`src/rtl/bcd_pkg.sv`:
```
// bcd_pkg: shared BCD width, converter state type and leading-zero helper
package bcd_pkg;
  localparam int BCD_W = 4;
  localparam int MAX_DIGITS = 16;
  typedef enum logic {IDLE, SHIFT} state_t;
  // Digit i is a leading zero when i>0 and it and every digit above it are zero.
  // Callers zero-pad unused upper digits, so a plain shift-and-test suffices.
  function automatic logic lz_digit(input logic [BCD_W*MAX_DIGITS-1:0] d, input int i);
    return (i > 0) && ((d >> (BCD_W * i)) == '0);
  endfunction
endpackage

```
`src/rtl/bcd_adj3.sv`:
```
// bcd_adj3: add 3 to a BCD digit that is 5 or more, ahead of the doubling shift
module bcd_adj3
  import bcd_pkg::*;
(
  input  logic [BCD_W-1:0] d,
  output logic [BCD_W-1:0] q
);
  assign q = (d >= BCD_W'(5)) ? d + BCD_W'(3) : d;
endmodule

```
`src/rtl/bin2bcd_seq.sv`:
```
// bin2bcd_seq: iterative double-dabble converter with overflow and leading-zero flags
module bin2bcd_seq
  import bcd_pkg::*;
#(
  parameter int BIN_W  = 32,
  parameter int DIGITS = 4
) (
  input  logic                      clk,
  input  logic                      rst,
  input  logic                      start,
  input  logic [BIN_W-1:0]          bin_in,
  output logic                      busy,
  output logic                      done,
  output logic [BCD_W*DIGITS-1:0]   bcd_out,
  output logic                      ovf,
  output logic [DIGITS-1:0]         lz_mask
);
  localparam int CNT_W = $clog2(BIN_W);
  localparam logic [DIGITS-1:0] LZ_RST = {{(DIGITS-1){1'b1}}, 1'b0};
  state_t                    state;
  logic [CNT_W-1:0]          cnt;
  logic [BIN_W-1:0]          sh;
  logic [BCD_W*DIGITS-1:0]   work;
  logic                      acc;
  logic [BCD_W*DIGITS-1:0]   adj;
  logic [BCD_W*DIGITS-1:0]   next_work;
  logic [BIN_W-1:0]          next_sh;
  logic                      next_acc;
  logic [BCD_W*MAX_DIGITS-1:0] work_ext;
  logic [DIGITS-1:0]         lz_next;
  for (genvar g = 0; g < DIGITS; g++) begin : g_adj
    bcd_adj3 u_adj (.d(work[g*BCD_W +: BCD_W]), .q(adj[g*BCD_W +: BCD_W]));
  end
  assign next_work = {adj[BCD_W*DIGITS-2:0], sh[BIN_W-1]};
  assign next_sh   = {sh[BIN_W-2:0], 1'b0};
  assign next_acc  = acc | adj[BCD_W*DIGITS-1];
  // Leading-zero mask of the post-shift digits, used on the final iteration
  always_comb begin
    work_ext = '0;
    work_ext[BCD_W*DIGITS-1:0] = next_work;
    for (int i = 0; i < DIGITS; i++) lz_next[i] = lz_digit(work_ext, i);
  end
  // Control FSM: capture on start, one shift per cycle, publish on the last iteration
  always_ff @(posedge clk) begin
    if (rst) begin
      state   <= IDLE;
      cnt     <= '0;
      sh      <= '0;
      work    <= '0;
      acc     <= 1'b0;
      busy    <= 1'b0;
      done    <= 1'b0;
      bcd_out <= '0;
      ovf     <= 1'b0;
      lz_mask <= LZ_RST;
    end else begin
      done <= 1'b0;
      if (state == IDLE) begin
        if (start) begin
          sh    <= bin_in;
          work  <= '0;
          acc   <= 1'b0;
          cnt   <= CNT_W'(BIN_W - 1);
          busy  <= 1'b1;
          state <= SHIFT;
        end
      end else begin
        sh   <= next_sh;
        work <= next_work;
        acc  <= next_acc;
        cnt  <= cnt - CNT_W'(1);
        if (cnt == '0) begin
          bcd_out <= next_work;
          ovf     <= next_acc;
          lz_mask <= lz_next;
          done    <= 1'b1;
          busy    <= 1'b0;
          state   <= IDLE;
        end
      end
    end
  end
endmodule
```
`config.mk`:
```
export PLATFORM = sky130hd
export DESIGN_NAME = bin2bcd_seq
export DESIGN_NICKNAME = d
export VERILOG_FILES = /design/src/rtl/bcd_pkg.sv /design/src/rtl/bcd_adj3.sv /design/src/rtl/bin2bcd_seq.sv
export SDC_FILE = /design/constraint.sdc
export NUM_CORES = 1
export LEC_CHECK = 0
export ABC_AREA = 1
export CORE_UTILIZATION = 54
export DETAILED_ROUTE_END_ITERATION = 6
export PLACE_DENSITY = 0.86
export SLEW_MARGIN = 0
export SYNTH_ARGS = -nofsm -noshare
export SYNTH_HDL_FRONTEND = slang
export SYNTH_HIERARCHICAL = 1
export SYNTH_SLANG_ARGS = --single-unit
```
`constraint.sdc`:
```
create_clock -name clk -period 2 [get_ports clk]
set_input_delay 0.4 -clock clk [delete_from_list [all_inputs] [get_ports clk]]
set_output_delay 0.4 -clock clk [all_outputs]
set_load 0.1 [all_outputs]
```
; ---- After elaboration in Yosys (flattened, before gate mapping)
; Cells that the tools add are included.
[totals]
ff_bits = 77
latchBits = 0
ramBits = 0
mem_bits_ro = 0
output_inout_bits = 23
elab_cells = 51
n_memories = 0
[op_classes]
add_sub_neg = 5
n_mul = 0
n_div = 0
order_cmp = 4
n_eq_ne = 1
shifts = 0
n_mux = 19
n_bitwise = 2
n_reduce_logical = 9
[ops]
columns = op, n
row1 = $logic_not 64->1, 3
row2 = $mux 32, 2
row3 = $mux 16, 2
row4 = $add 4x2->4 const B, 4
row5 = $ge 4x3->1 const B, 4
row6 = $mux 4, 4
row7 = $mux 5, 2
row8 = $mux 1, 9
row9 = $logic_not 5->1, 1
row10 = $sub 5x1->5 const B, 1
row11 = $reduce_and 2->1, 2
row12 = $reduce_or 2->1, 2
row13 = $ne 2x1->1 const B, 1
row14 = $reduce_bool 2->1, 1
row15 = $not 1->1, 1
row16 = $or 1x1->1, 1

; ---- Longest topological paths before layout
[depth]
ltp_word = 4
depth_mapped = 12

; ---- Modules after synthesis
; Netlist, hierarchy kept.
[by_module_without_submodules]
columns = module, instances, cells_each, area_each_um2, seq_area_each_um2
row1 = bin2bcd_seq, 1, 454, 3141.8, 1541.5
row2 = bcd_adj3, 4, 23, 135.1, 0.0

; ---- Worst setup path after synthesis
; No wires, ideal clock.
[synth_timing]
path_type = reg-to-reg
startpoint = register work[8]
endpoint = register lz_mask[1]
setup_time_ns = 0.061
arrival_ns = 1.357
t_required_ns = 1.939
path_slack_ns = 0.583
stages_incl_launch_ff = 12
period_less_slack_ns = 1.417
path_cell_list = dfxtp_1 > inv_1 > ha_1 > nor2_4 > nor2_4 > nand2_1 > o21ai_2 > nor2_1 > nand2_1 > nor2_1 > nand3_1 > nand2_1
[synth_between]
elab_chain_cells = 3
word_cells_on_any_way = 4
classes_between = add/sub: 1 / order compare: 1 / mux: 1 / reduce/logical: 1
[synth_rtl]
columns = item, line_no
row1 = from (decl), bin2bcd_seq.sv:23  ; logic [BCD_W*DIGITS-1:0] work;
row2 = from (signal assigned), bin2bcd_seq.sv:69  ; work <= next_work;
row3 = $add 4x2->4 / $ge 4x3->1 (equally long branches), bcd_adj3.sv:8  ; assign q = (d >= BCD_W'(5)) ? d + BCD_W'(3) : d;
row4 = $mux 4 (*), bcd_adj3.sv:8
row5 = named net adj[9], bin2bcd_seq.sv:25  ; logic [BCD_W*DIGITS-1:0] adj;
row6 = $logic_not 64->1 (*), bcd_pkg.sv:9  ; return (i > 0) && ((d >> (BCD_W * i)) == '0);
row7 = to (signal assigned), bin2bcd_seq.sv:75  ; lz_mask <= lz_next;
row8 = to (decl), bin2bcd_seq.sv:16  ; output logic [DIGITS-1:0] lz_mask
; Mark *: on every way through the listed nets, which the timed path passes. The rest lies on a longest branch.
; A chain may end at the register's enable or synchronous reset.

; ---- Worst setup path after layout
[layout_timing]
startpoint = register cnt[0]
endpoint = register bcd_out[2]
[layout_between]
elab_chain_cells = 2
[layout_rtl]
columns = item, line_no
row1 = from (decl), bin2bcd_seq.sv:21  ; logic [CNT_W-1:0] cnt;
row2 = from (signal assigned), bin2bcd_seq.sv:63  ; cnt <= CNT_W'(BIN_W - 1);
row3 = from (signal assigned), bin2bcd_seq.sv:71  ; cnt <= cnt - CNT_W'(1);
row4 = $logic_not 5->1, bin2bcd_seq.sv:72  ; if (cnt == '0) begin
row5 = $reduce_and 2->1 (no source line), -
row6 = to (signal assigned), bin2bcd_seq.sv:73  ; bcd_out <= next_work;
row7 = to (decl), bin2bcd_seq.sv:14  ; output logic [BCD_W*DIGITS-1:0] bcd_out,
; No other way between the ends.

==> metrics.txt <==
Synth Area in XOR/XNOR 0%; worst vdd ir a little over 0.6 mV; Sink Count just under 80; Post-Syn Instances about 550; Design Power 0.00348 W; port buffer count between 50 and 60; Worst path depth 8; final wirelength ~7700 µm; HP Class reg -> reg; initial core utilization around 57%; Nets approximately 640; mux cell area share after synthesis 0%; die width 84.6 µm; list of most frequent post-synthesis cells nand2_1, dfxtp_1, nand3_1; synth top area cells dfxtp_1, nand2_1, nand3_1; Post-synth EDFFs 0; DR vias between 3k and 4k; slowest stage cell, crit path nor2_8; Critical Path AT roughly 2 ns; RSZ-0062 raised after global routing false; status complete, no violations; Leak 2.17 nW; synthesis-stage register bit count between 70 and 80; asr flop ratio synth 0%; DRC Markers 0; top-count cell post-synth nand2_1; Crit path required time 2.29 ns; Worst Hold Path Cells 2; Yosys top cell area share between 40% and 50%; final worst path period share between 80% and 90%; max incr delay on CP approximately 0.34 ns; Worst Path Max Fanout 24; Post-Synthesis Net Count just under 600; family with the most delay on the worst path simple AND/OR/NAND/NOR gates; R2R setup slack 0.30 ns; Die Area slightly above 7000 µm²; Reg2Reg Depth 8; CP Launch Type register; Critical Path End Type register; Post-DRT Antenna Nets 0; top cell type by total area after synthesis dfxtp_1; sequential cell area fraction in the yosys report 41.9%; Synth Warn # 6; Post-CTS Setup Inserts 0; CTS root buf clkbuf_8; Adder-Cell Fraction of Synth Area under 10%; Clock Pin Slew Worst Setup and Hold Paths approximately 0.080 ns; post-synthesis compound-gate area fraction 6.52%; P per Cell Area slightly below 800 nW/µm²; clk_lat worst skew ~0.35 ns; cts bufs inserted 9; vias per inst between 5 and 6; Final Hold Fails 0; post-placement cell count 661; worst setup path category reg -> reg; max-slew violations 0; CTS HTree Levels 3; Synth Area in Simple Gates around two fifths; setup TNS 0 ns; GPL Wtd Cong between 0.8 and 0.9; cts-stage hold buffer count 0; diodes inserted 0; vias in the first global route around 3.1k; largest net degree at the start of global routing 51; die height about 85 µm; num ports 58; clock skew 0.0121 ns; # setup viols final 0; Syn Area/Cell around 6.7 µm²; first-pass GRT wire length about 13000 µm; top_reg_cell synth dfxtp_1; initial antenna violation count 0; drt first pass iters 7; CTS resizes 0; GR Util All Layers ~23%; First DRT Iteration DRCs 230; post-synth cell types 25; fill count 541; Cell Area, Synth roughly 3700 µm²; post-layout min period ~1.7 ns; core region area 6460 µm²; largest family of logic cells by synthesized area simple AND/OR/NAND/NOR gates; CTS Buffer Depth 2; hpwl dp around 5300 µm; row count 29; Max Fclk 0.587 GHz; CTS tree done; Critical Path, Cell by Cell inv_1 > ha_1 > inv_1 > nor2_1 > nand3_4 > nor2_8 > nand2_1 > nand2_1; grt ovf 0; non-filler cells, final between 600 and 700; Layout area overhead 22.5%; Crit path buffers/inverters 2; Max Cap Viol 0; share of layout cells above drive strength 1 about an eighth; routed len/inst between 10 and 15 µm
==> tightest hold or removal path: cells and delay by family (launching register included) <==
kind / cells / cell delay (ns)
DFF: 1 / 0.32
and+or+nand+nor: 2 / 0.12
==> placed cells by master (no fill, tap or decap), types with 3 or more instances in the layout <==
cell             netlist  layout
nand2_1              227     227
buf_12                 0       3
inv_1                 52      52
nor2_4                10      11
clkbuf_8               0       9
dfxtp_1               77      76
nand2_2                4       4
clkinv_4               0       3
a21oi_2                4       4
clkdlybuf4s50_1        0      34
ha_1                   9       9
o21ai_0               11      11
nand3_1               56      56
inv_2                  7       7
bufinv_16              0       3
nor2_1                31      30
buf_4                  2      26
a21oi_1               22      22
o21ai_2                4       4
==> kinds of logic after synthesis <==
| family | Yosys count |
|---|---|
| adder cells (fa/ha/maj) | 9 |
| AO/OA/AOI/OAI | 42 |
| other | 1 |
| flip-flops | 77 |
| buffers and inverters | 84 |
| AND/OR/NAND/NOR | 333 |
==> where the power goes <==
| part | switching [W] | leakage (nW) | internal (W) | total (W) |
|---|---|---|---|---|
| sequential | 0.0000350 | 0.628 | 0.00159 | 0.00163 |
| clock | 0.000588 | 0.120 | 0.000835 | 0.00142 |
| combinational | 0.000264 | 1.43 | 0.000163 | 0.000427 |
==> state kept, by name (all words and copies together) (netlist names) <==
| name | flops |
|---|---|
| acc | 1 |
| bcd_out | 16 |
| busy | 1 |
| cnt | 5 |
| done | 1 |
| lz_mask | 3 |
| ovf | 1 |
| sh | 32 |
| state | 1 |
| work | 16 |
==> layout make-up <==
type	count	area (µm²)	area share [%]
repair buffers	63	596	13.2
inverters	59	221	4.91
multi-input cells	385	1810	40.0
flip-flops and latches	77	1540	34.2
well taps	77	96.3	2.14
clock inverters	7	124	2.75
clock buffers	9	124	2.75
==> final timing paths <==
path,from,end
max reg2reg,cnt[0],bcd_out[2]
min reg2reg,bcd_out[2],bcd_out[2]
min,bcd_out[2],bcd_out[2]
max,cnt[0],bcd_out[2]
==> stage by stage <==
stage	utilization (%)	cell area (µm²)	hold slack, ns	setup WS (ns)
floorplan	-	3680	0.438	0.583
global placement	66.0	4260	0.461	0.322
detailed placement	66.0	4260	0.467	0.299
CTS	69.8	4510	0.480	0.288
global route	69.8	4510	0.491	0.117
finish	69.8	4510	0.479	0.296
==> per-layer routing <==
layer  track usage [%]  vias up  routed length, µm
li1                  -     1773                  -
met1              26.6     1558               3470
met2              40.6       86               3870
met3              4.33        7                336
met4              8.01        0                 67
met5                 0        -                  0
(Power assumes the default switching activity.)
